==> src/rtl/aes_wipe_seq.sv <==
// AES register wipe sequencer: clears NumRegs 2-share slots with fresh PRNG words.
// Optional pre-wipe PRNG reseed is compiled in with AES_WIPE_SEQ_RESEED_EN.
module aes_wipe_seq #(
  parameter int NumRegs = 8,
  parameter int Width   = 64,
  localparam int IdxW   = $clog2(NumRegs)
) (
  input  logic             clk_i,
  input  logic             rst_i,
  input  logic             wipe_req_i,
  output logic             wipe_ack_o,
  output logic             busy_o,
  output logic             prng_data_req_o,
  input  logic             prng_data_ack_i,
  input  logic [Width-1:0] prng_data0_i,
  input  logic [Width-1:0] prng_data1_i,
  output logic             prng_reseed_req_o,
  input  logic             prng_reseed_ack_i,
  output logic             wr_en_o,
  output logic [IdxW-1:0]  wr_idx_o,
  output logic [Width-1:0] wr_data0_o,
  output logic [Width-1:0] wr_data1_o
);

  // Codes are pairwise Hamming distance >= 3 so a single upset cannot
  // turn one legal state into another.
  typedef enum logic [4:0] {
    IDLE   = 5'b00000,
    RESEED = 5'b00111,
    WIPE   = 5'b11001,
    DONE   = 5'b11110
  } state_e;

  logic [4:0]       state_q, state_d;
  logic [IdxW-1:0]  idx_q, idx_d;
  logic             wr_en_q;
  logic [IdxW-1:0]  wr_idx_q;
  logic [Width-1:0] wr_data0_q;
  logic [Width-1:0] wr_data1_q;

  logic cap;
  logic last;
  logic busy;
  logic data_req;
  logic reseed_req;
  logic wipe_ack;

  assign last = (idx_q == IdxW'(NumRegs - 1));
  assign cap  = (state_q == WIPE) && prng_data_ack_i;

`ifndef AES_WIPE_SEQ_RESEED_EN
  logic unused_reseed_ack;
  assign unused_reseed_ack = prng_reseed_ack_i;
`endif

  always_comb begin
    state_d    = IDLE;
    idx_d      = idx_q;
    busy       = 1'b1;
    data_req   = 1'b0;
    reseed_req = 1'b0;
    wipe_ack   = 1'b0;
    unique case (state_q)
      IDLE: begin
        busy  = 1'b0;
        idx_d = '0;
        if (wipe_req_i) begin
`ifdef AES_WIPE_SEQ_RESEED_EN
          state_d = RESEED;
`else
          state_d = WIPE;
`endif
        end else begin
          state_d = IDLE;
        end
      end
      RESEED: begin
`ifdef AES_WIPE_SEQ_RESEED_EN
        reseed_req = 1'b1;
        state_d    = prng_reseed_ack_i ? WIPE : RESEED;
`else
        state_d    = IDLE;
`endif
      end
      WIPE: begin
        data_req = 1'b1;
        state_d  = WIPE;
        if (prng_data_ack_i) begin
          // Hold the index at the top slot; DONE issues its write.
          if (last) begin
            state_d = DONE;
          end else begin
            idx_d = idx_q + IdxW'(1);
          end
        end
      end
      DONE: begin
        wipe_ack = 1'b1;
        state_d  = IDLE;
      end
      default: begin
        busy    = 1'b1;
        idx_d   = '0;
        state_d = IDLE;
      end
    endcase
  end

  always_ff @(posedge clk_i or posedge rst_i) begin
    if (rst_i) begin
      state_q    <= IDLE;
      idx_q      <= '0;
      wr_en_q    <= 1'b0;
      wr_idx_q   <= '0;
      wr_data0_q <= '0;
      wr_data1_q <= '0;
    end else begin
      state_q <= state_d;
      idx_q   <= idx_d;
      wr_en_q <= cap;
      // Write data is only ever replaced by a fresh PRNG word.
      if (cap) begin
        wr_idx_q   <= idx_q;
        wr_data0_q <= prng_data0_i;
        wr_data1_q <= prng_data1_i;
      end
    end
  end

  assign wipe_ack_o      = wipe_ack;
  assign busy_o          = busy;
  assign prng_data_req_o = data_req;
`ifdef AES_WIPE_SEQ_RESEED_EN
  assign prng_reseed_req_o = reseed_req;
`else
  assign prng_reseed_req_o = 1'b0;
`endif
  assign wr_en_o         = wr_en_q;
  assign wr_idx_o        = wr_idx_q;
  assign wr_data0_o      = wr_data0_q;
  assign wr_data1_o      = wr_data1_q;

endmodule

==> config.mk <==
export PLATFORM = sky130hd
export DESIGN_NAME = aes_wipe_seq
export DESIGN_NICKNAME = d
export VERILOG_FILES = /design/src/rtl/aes_wipe_seq.sv
export SDC_FILE = /design/constraint.sdc
export NUM_CORES = 1
export LEC_CHECK = 0
export ABC_AREA = 1
export CAP_MARGIN = 20
export CORE_UTILIZATION = 43
export DETAILED_ROUTE_END_ITERATION = 7
export PLACE_DENSITY = 0.85
export SETUP_SLACK_MARGIN = 0.3
export SYNTH_ARGS = -nofsm -noshare
export SYNTH_HDL_FRONTEND = slang
export SYNTH_SLANG_ARGS = --single-unit
==> constraint.sdc <==
create_clock -name clk_i -period 8.66 [get_ports clk_i]
set_input_delay 1.732 -clock clk_i [delete_from_list [all_inputs] [get_ports clk_i]]
set_output_delay 1.732 -clock clk_i [all_outputs]
set_load 0.05 [all_outputs]
# [After elaboration in Yosys (flattened, before gate mapping)]
# Index checks and enable logic that the tools add are counted.
[word_totals] word_cells=28 register_bits=140
[classes] reduce_logical=4 muxes=10 add_sub_neg=1 eq_ne=6 bitwise_logic=1
[op_table] cell="3-bit 2-to-1 mux" count=4
[op_table] cell="5-bit equality test, second input constant" count=2
[op_table] cell="5-bit one-hot mux with 2 select lines" count=1
[op_table] cell="3-bit one-hot mux with 2 select lines" count=1
[op_table] cell="5-bit by 3-bit equality test with 1-bit output, second input constant" count=1
[op_table] cell="5-bit zero test" count=1
[op_table] cell="5-bit 2-to-1 mux" count=1
[op_table] cell="2-bit != test, second input constant" count=2
[op_table] cell="3-bit by 1-bit adder with 3-bit output, second input constant" count=1
[op_table] cell="3-bit equality test, second input constant" count=1
[op_table] cell="1-bit 2-to-1 mux" count=3
[op_table] cell="3-bit AND reduction" count=1
[op_table] cell="2-bit OR reduction" count=1
[op_table] cell="1-bit logical AND" count=1
[op_table] cell="1-bit NOT" count=1

# [Longest topological paths before layout]
# Gate-level depths: netlist (run 1).
[depth] depth_word=4 depth_mapped=8 mapped_depth_nobuf=8

# [Worst setup path before layout (run 1)]
# No wires, ideal clock.
[synth_timing] path_kind="register to output" from="register state_q[2]" to="output port wipe_ack_o" t_arrival_ns=1.585 slack_ns=5.343 path_buffers=0 required_ns=6.928 stages_incl_launch_ff=3 cell_sequence="dfrtp_1 > inv_1 > nor3_1"
[synth_via] elab_chain_len=2
[synth_rtl] element="from (decl)" line_no="34" source="logic [4:0] state_q, state_d;"
[synth_rtl] element="from (signal assigned)" line_no="118" source="state_q <= state_d;"
[synth_rtl] element="5-bit equality test" line_no="63" source="unique case (state_q)"
[synth_rtl] element="1-bit 2-to-1 mux" line_no="63"
[synth_rtl] element="to (decl)" line_no="11" source="output logic wipe_ack_o,"
# Every way passes these cells.

# [Worst setup path after layout (run 1)]
[layout_timing] from="input port prng_data_ack_i" to="register wr_data1_q[25] (netlist: wr_data1_o[25])"
[layout_via] elab_chain_len=1
[layout_rtl] element="from (decl)" line_no="14" source="input logic prng_data_ack_i,"
[layout_rtl] element="1-bit logical AND" line_no="49" source="assign cap = (state_q == WIPE) && prng_data_ack_i;"
[layout_rtl] element="to (signal assigned)" line_no="125" source="wr_data1_q <= prng_data1_i;"
[layout_rtl] element="to (decl)" line_no="39" source="logic [Width-1:0] wr_data1_q;"
# Every way passes these cells.
# A chain may end at the register's enable or synchronous reset.

==> results of run 1 <==
==> registers in the layout, indices dropped and copies added, names as in the netlist <==
| signal | cells |
|---|---|
| wr_idx_o | 3 |
| state_q | 3 |
| wr_en_o | 1 |
| wr_data1_o | 64 |
| idx_q | 3 |
| wr_data0_o | 64 |
==> worst min-delay path: cells and delay by family (launching register included) <==
kind / cells / cell delay, ns
flip-flops: 1 / 0.34
AND/OR/NAND/NOR: 2 / 0.10
==> cells by family after synthesis <==
family / Yosys count / synth area share
AND/OR/NAND/NOR: 416 / 0.2978
AO/OA/AOI/OAI: 1 / 0.0009407
flip-flops: 138 / 0.6497
other: 1 / 0.0007055
buffers and inverters: 40 / 0.04614
adder cells (fa/ha/maj): 2 / 0.004707
==> power by group <==
part / switching [µW] / internal, µW
registers: 147 / 926
clock network: 275 / 396
logic: 1380 / 643
total: 1800 / 1960
==> layout make-up <==
| type | count | area, µm² | area share |
|---|---|---|---|
| clock inverters | 14 | 123.9 | 0.01446 |
| well taps | 147 | 183.9 | 0.02147 |
| clock buffers | 18 | 429.2 | 0.05010 |
| inverters | 11 | 48.80 | 0.005697 |
| repair buffers | 270 | 2705 | 0.3158 |
| flip-flops and latches | 138 | 3453 | 0.4032 |
| multi-input cells | 420 | 1622 | 0.1893 |
==> per-stage QoR <==
step	utilization	instances	worst slack [ns]	hold WS [ns]	area, µm²
4_1_cts	0.7115	1017	4.774	0.4792	8546
6_report	0.7131	1018	4.827	0.4752	8566
5_1_grt	0.7131	1018	4.635	0.4895	8566
2_1_floorplan	-	598	3.232	0.4672	5315
3_3_place_gp	0.6654	985	4.336	0.4602	7993
3_5_place_dp	0.6654	985	4.340	0.4635	7993
==> path summary, 6_finish.rpt <==
check | start | end | slack, ns | depth (start not counted)
max in group asynchronous | rst_i | wr_data1_o[43] | 5.75 | 4
max reg2reg | state_q[0] | wr_data1_o[25] | 6.06 | 7
max | prng_data_ack_i | wr_data1_o[25] | 4.83 | 6
min reg2reg | wr_data1_o[35] | wr_data1_o[35] | 0.48 | 2
min | wr_data1_o[35] | wr_data1_o[35] | 0.48 | 2
min in group asynchronous | rst_i | wr_data0_o[1] | 1.76 | 2
==> cell usage in the layout, fill, tap and decap left out, drive strengths merged <==
cell / count
nor2: 2
clkinv: 7
inv: 13
nor3: 1
clkdlybuf4s50: 266
o21ai: 1
nand4: 3
dfrtp: 138
ha: 2
bufinv: 1
clkbuf: 18
nand3: 2
clkinvlp: 4
buf: 4
nand2: 408
conb: 1
==> layer usage <==
metal	vias up	wire, µm
li1	2315	-
met1	2230	5558
met2	209	7171
met3	27	1393
met4	0	368
met5	-	0
==> summary.md, run 1 <==
| Metric | Value |
|---|---|
| Die Width | `113.2 µm` |
| Top-area cell type share of the netlist area | `0.6497` |
| Ant diodes | `0` |
| Largest fanout on the critical path | `68` |
| Maximum resistive drop on vdd | `between 0.0002 and 0.0003 V` |
| Number of fill cells in the layout | `916` |
| Boundary pin count | `269` |
| Half-perimeter wire length after placement | `between 10 and 15 mm` |
| Outcome | `finished, final reports clean` |
| Residual overflow from global routing | `0` |
| Remaining number of nets flagged by the antenna check after routing | `0` |
| Total number of vias | `4781` |
| TritonCTS clock tree | `built` |
| Most frequently used cell type in the post-synthesis netlist | `nand2_1` |
| Relative max-transition margin | `0.3749` |
| Met1 capacity usage during global routing | `0.2521` |
| Clock latency at the later pin of the worst-skew pair | `0.41 ns` |
| # DRC | `0` |
| Crit start category | `primary input` |
| Count of instances resized after the clock tree is built | `0` |
| Total nets after synthesis | `733` |
| Type of the worst setup path | `primary input to flop` |
| Total Routed Length | `14.49 mm` |
| Post-detailed-route wirelength per cell | `about 14 µm` |
| Global-route usage over all layers | `0.2290` |
| Met3 usage in global routing | `0.08677` |
| Vias in the first global route | `4814` |
| Maximum number of pins on one net before global-route repair | `91` |
| Maximum frequency from static timing analysis | `260.9 MHz` |
| Top FF cell, synth | `dfrtp_1` |
| Crit path buf inv count | `3` |
| Sum Neg Setup Slack | `0 ns` |
| Post-synthesis cell type count | `17` |
| Slowest cell on crit path | `buf_4` |
| P&R area growth vs syn | `61.16%` |
| Synthesized area divided by synthesized cell count | `8.888 µm²` |
| Die outline area | `0.01281 mm²` |
| Post-synth ARST share | `1.000` |
| Number of antenna violations at the first check in global routing | `0` |
| Number of sinks driven by the clock tree | `138` |
| PwrDens | `between 400 and 500 mW/mm²` |
| Unrepaired setup endpoints after global routing | `false` |
| Type of the most critical hold path | `flop to flop` |
| Power Total | `3767 µW` |
| Nature of the critical path endpoint | `flop` |
| Final net count | `approximately 1000` |
| Wire length of the first global-routing pass | `22.83 mm` |
| Most crowded layer after global routing | `met2` |
| Initial core utilization | `0.4425` |
| Required time of the worst setup path | `about 9.0 ns` |
| Number of max-cap violations | `0` |
| Final cycle utilization of the critical path | `0.4426` |
| Cell type with the largest total area after synthesis | `dfrtp_1` |
| Crit path DAT | `4.17 ns` |
| Worst clock skew | `between 0.01 and 0.015 ns` |
| Post-synthesis instance area | `0.005315 mm²` |
| Port Buffers | `around 270` |
| Fraction of layout instances using a drive strength above 1 | `0.04478` |
| Biggest area contributors in the synthesized netlist | `dfrtp_1, nand2_1, buf_6` |
| Most frequent cells after synthesis | `nand2_1, dfrtp_1, buf_2, buf_6, inv_1` |
| Htree depth | `4` |
| Worst path cell trace | `clkdlybuf4s50_1, nand2_4, inv_4, buf_4, nand2_1, nand2_1` |
| Cell family with the largest share of critical-path delay | `buffers and inverters` |
| Number of synthesized flops with an enable pin | `0` |
| Vias per std cell | `4.696` |
| Clock slew seen by the registers of the worst setup and hold paths | `0.06 ns` |
| Root Buffer Master | `clkbuf_16` |
| Standard-cell row count | `40` |
| Longest Clk Path Bufs | `2` |
| Slowest Stage Delay on Critical Path | `0.64 ns` |
| Number of buffers added for setup after CTS | `0` |
| Final number of max-transition violations | `0` |
| Post-CTS Hold Buffers | `0` |
| Placeable core region | `0.01201 mm²` |
| Placer congestion estimate | `0.7364` |
| Minimum period implied by the final worst setup slack | `3.833 ns` |
| Iteration-0 DRC count of the detailed router | `207` |
| Final Hold Vio Count | `0` |
| Number of endpoints failing setup at the final stage | `0` |
| Number of buffers inserted during clock tree synthesis | `17` |
| Floorplan die height | `113.2 µm` |
| Number of search-and-repair iterations in the first detailed-routing pass | `4` |
| Leakage component of the power | `around 0.0043 µW` |
| Number of warnings printed during yosys synthesis | `0` |
| Portion of the post-synthesis area used by sequential elements | `0.6497` |
| Critical Path Most Common Cell | `nand2_1` |
| GR met2 Demand/Resource | `0.3967` |
| Transition time at the pin with the least slew margin | `0.9376 ns` |
| Flops & latches, synth | `138` |
| Mapped Cells | `between 500 and 600` |
Note: power is estimated with default switching activity, not from simulation.
==> inputs of run 2 (changes only) <==
--- a/config.mk
+++ b/config.mk
@@ -7,9 +7,9 @@
 export LEC_CHECK = 0
 export ABC_AREA = 1
 export CAP_MARGIN = 20
-export CORE_UTILIZATION = 43
+export CORE_UTILIZATION = 36
 export DETAILED_ROUTE_END_ITERATION = 7
-export PLACE_DENSITY = 0.85
+export PLACE_DENSITY = 0.76
 export SETUP_SLACK_MARGIN = 0.3
 export SYNTH_ARGS = -nofsm -noshare
 export SYNTH_HDL_FRONTEND = slang
==> constraint.sdc (replaced) <==
create_clock -name clk_i -period 3.2 [get_ports clk_i]
set_input_delay 0.64 -clock clk_i [delete_from_list [all_inputs] [get_ports clk_i]]
set_output_delay 0.64 -clock clk_i [all_outputs]
set_load 0.05 [all_outputs]
==> run 2 against run 1 <==
  * Clock power rose to 3.5 times the previous value
  * Via count fell by 1.0%
  * Total power grew to 2.8 times the previous value
  * Register-to-register slack got worse by 4.5 ns
  * First-iteration DRC count decreased by 26%
  * Sequential share of layout area decreased by 1.1 points
  * Worst setup slack worse by 4.3 ns
==> summary.md, run 2 (synthesis gave the netlist of run 1 again) <==
| Metric | Value |
|---|---|
| Wire length of the first global-routing pass | `21.36 mm (was 22.83 mm)` |
| Number of search-and-repair iterations in the first detailed-routing pass | `4 (unchanged)` |
| Relative max-transition margin | `0.4620 (was 0.3749)` |
| Remaining number of nets flagged by the antenna check after routing | `0 (unchanged)` |
| Final number of max-transition violations | `0 (unchanged)` |
| Maximum resistive drop on vdd | `0.0007289 V (was 0.0002931 V)` |
| Final Hold Vio Count | `0 (unchanged)` |
| Vias in the first global route | `4385 (was 4814)` |
| Nature of the critical path endpoint | `output port (was flop)` |
| # DRC | `0 (unchanged)` |
| Longest Clk Path Bufs | `2 (unchanged)` |
| R2R cell count | `7 (unchanged)` |
| Type of the worst setup path | `flop to output port (was primary input to flop)` |
| Global-route usage over all layers | `0.1846 (was 0.2290)` |
| Area after detailed placement | `0.008090 mm² (was 0.007993 mm²)` |
| Crit path buf inv count | `2 (was 3)` |
| Crit Reg-Reg Endpoint | `wr_data1_o[45] (was wr_data1_o[25])` |
| Hold Crit Depth | `2 (unchanged)` |
| Number of buffers added for setup after CTS | `0 (unchanged)` |
| Htree depth | `4 (unchanged)` |
| Number of endpoints failing setup at the final stage | `0 (unchanged)` |
| Port Buffers | `266 (unchanged)` |
| Slowest cell on crit path | `clkdlybuf4s50_1 (was buf_4)` |
| Vias per std cell | `4.485 (was 4.696)` |
| Post-CTS Hold Buffers | `0 (unchanged)` |
| Worst Min Path Start | `wr_data0_o[21] (was wr_data1_o[35])` |
| Total number of vias | `4732 (was 4781)` |
| Reg-to-reg slack, setup | `1.57 ns (was 6.06 ns)` |
| Type of the most critical hold path | `flop to flop (unchanged)` |
| Maximum number of pins on one net before global-route repair | `139 (was 91)` |
| Half-perimeter wire length after placement | `9.512 mm (was 10.05 mm)` |
| Most frequent standard cell in the layout excluding fill and tap cells | `nand2_1 (unchanged)` |
| Terminating pin of the worst hold path | `wr_data0_o[21] (was wr_data1_o[35])` |
| Count of instances resized after the clock tree is built | `0 (unchanged)` |
| Initial core utilization | `0.3671 (was 0.4425)` |
| Sum Neg Setup Slack | `0 ns (unchanged)` |
| Crit start category | `flop (was primary input)` |
| Placer congestion estimate | `0.7487 (was 0.7364)` |
| Number of fill cells in the layout | `1221 (was 916)` |
| Die Width | `123.5 µm (was 113.2 µm)` |
| Clock latency at the later pin of the worst-skew pair | `0.41 ns (about the same)` |
| Leakage component of the power | `0.004363 µW (was 0.004271 µW)` |
| Final net count | `994 (was 993)` |
| Number of sinks driven by the clock tree | `138 (unchanged)` |
| Root Buffer Master | `clkbuf_16 (unchanged)` |
| PwrDens | `1215 mW/mm² (was 439.8 mW/mm²)` |
| Outcome | `finished, final reports clean (unchanged)` |
| Design area | `0.008797 mm² (was 0.008566 mm²)` |
| Die outline area | `0.01525 mm² (was 0.01281 mm²)` |
| Boundary pin count | `269 (unchanged)` |
| Final cycle utilization of the critical path | `0.8384` |
| Number of max-cap violations | `0 (unchanged)` |
| Commonest cells after routing, fill and taps aside | `nand2_1, clkdlybuf4s50_1, dfrtp_1 (unchanged)` |
| Crit path DAT | `2.04 ns (was 4.17 ns)` |
| TritonCTS clock tree | `built (unchanged)` |
| Ant diodes | `0 (unchanged)` |
| Placeable core region | `0.01448 mm² (was 0.01201 mm²)` |
| Minimum period implied by the final worst setup slack | `2.683 ns` |
| Required time of the worst setup path | `2.56 ns (was 9.00 ns)` |
| Total Routed Length | `14.12 mm (was 14.49 mm)` |
| Critical path startpoint | `state_q[2] (was prng_data_ack_i)` |
| Residual overflow from global routing | `0 (unchanged)` |
| Largest fanout on the critical path | `6 (was 68)` |
| Number of buffers inserted during clock tree synthesis | `17 (unchanged)` |
| Cell family with the largest share of critical-path delay | `buffers and inverters (unchanged)` |
| P&R area growth vs syn | `65.51% (was 61.16%)` |
| Transition time at the pin with the least slew margin | `0.8070 ns (was 0.9376 ns)` |
| Floorplan die height | `123.5 µm (was 113.2 µm)` |
| Fraction of layout instances using a drive strength above 1 | `0.04478 (unchanged)` |
| Unrepaired setup endpoints after global routing | `false (unchanged)` |
| Post-detailed-route wirelength per cell | `13.38 µm (was 14.23 µm)` |
| Iteration-0 DRC count of the detailed router | `154 (was 207)` |
| Worst path cell trace | `inv_1, nor3_1, clkdlybuf4s50_1 (was clkdlybuf4s50_1, nand2_4, inv_4, buf_4, nand2_1, nand2_1)` |
| Worst clock skew | `0.007852 ns (was 0.01344 ns)` |
| Standard-cell row count | `44 (was 40)` |
| Slowest Stage Delay on Critical Path | `0.87 ns (was 0.64 ns)` |
| Clock slew seen by the registers of the worst setup and hold paths | `0.06 ns (about the same)` |
| Maximum frequency from static timing analysis | `372.7 MHz` |
| R2R Path Start | `state_q[0] (unchanged)` |
| Number of antenna violations at the first check in global routing | `0 (unchanged)` |
[run 2: final cells by class]
cell class / count / area [µm²] / share of cell area
clock buffer: 21 / 470.5 / 0.05348
clock inverter: 10 / 236.5 / 0.02688
inverter: 11 / 47.55 / 0.005405
multi-input combinational: 420 / 1622 / 0.1843
sequential: 138 / 3453 / 0.3925
tap: 184 / 230.2 / 0.02617
timing repair buffer: 271 / 2738 / 0.3112
[run 2: power breakdown]
part / switching (µW) / total, µW / leakage, µW / internal (µW)
registers: 394 / 2900 / 0.00174 / 2510
clock network: 727 / 2330 / 0.000344 / 1600
logic: 3700 / 5450 / 0.00228 / 1750
total: 4820 / 10700 / 0.00436 / 5860
[run 2: worst max path at each step]
| stage | endpoint | slack [ns] | cells past startpoint |
|---|---|---|---|
| after floorplan | idx_q[0] | 0.84 | 1 |
| after global routing | wipe_ack_o | 0.37 | 3 |
| after detailed placement | wipe_ack_o | 0.87 | 3 |
| after CTS | wipe_ack_o | 0.42 | 3 |
| final | wipe_ack_o | 0.52 | 3 |
| after global placement | wipe_ack_o | 0.86 | 3 |
[run 2: worst reg2reg max path, cell delays in order, from the launching register on]
cell     delay, ns
dfrtp_1       0.36
nand2_1       0.12
nor2_4        0.17
nand2_4       0.09
inv_4         0.26
buf_12        0.30
nand2_1       0.19
nand2_1       0.08
[run 2: layer usage]
layer	share of wire	GRT usage	vias up
met3	0.12	0.08210	19
met4	0.015	0.07982	0
li1	-	-	2316
met1	0.40	0.2204	2194
met5	0	0	-
met2	0.47	0.2874	203
[run 2: stage by stage]
| stage | utilization | worst slack, ns | power [µW] | hold slack, ns | instances |
|---|---|---|---|---|---|
| 2_1_floorplan | - | 0.8389 | 6449 | 0.4672 | 598 |
| 3_5_place_dp | 0.5588 | 0.8710 | 8402 | 0.4637 | 1024 |
| 6_report | 0.6076 | 0.5170 | 10690 | 0.4749 | 1055 |
| 4_1_cts | 0.6076 | 0.4184 | 10790 | 0.4797 | 1055 |
| 5_1_grt | 0.6076 | 0.3704 | 11240 | 0.4938 | 1055 |
| 3_3_place_gp | 0.5588 | 0.8622 | 8332 | 0.4607 | 1024 |
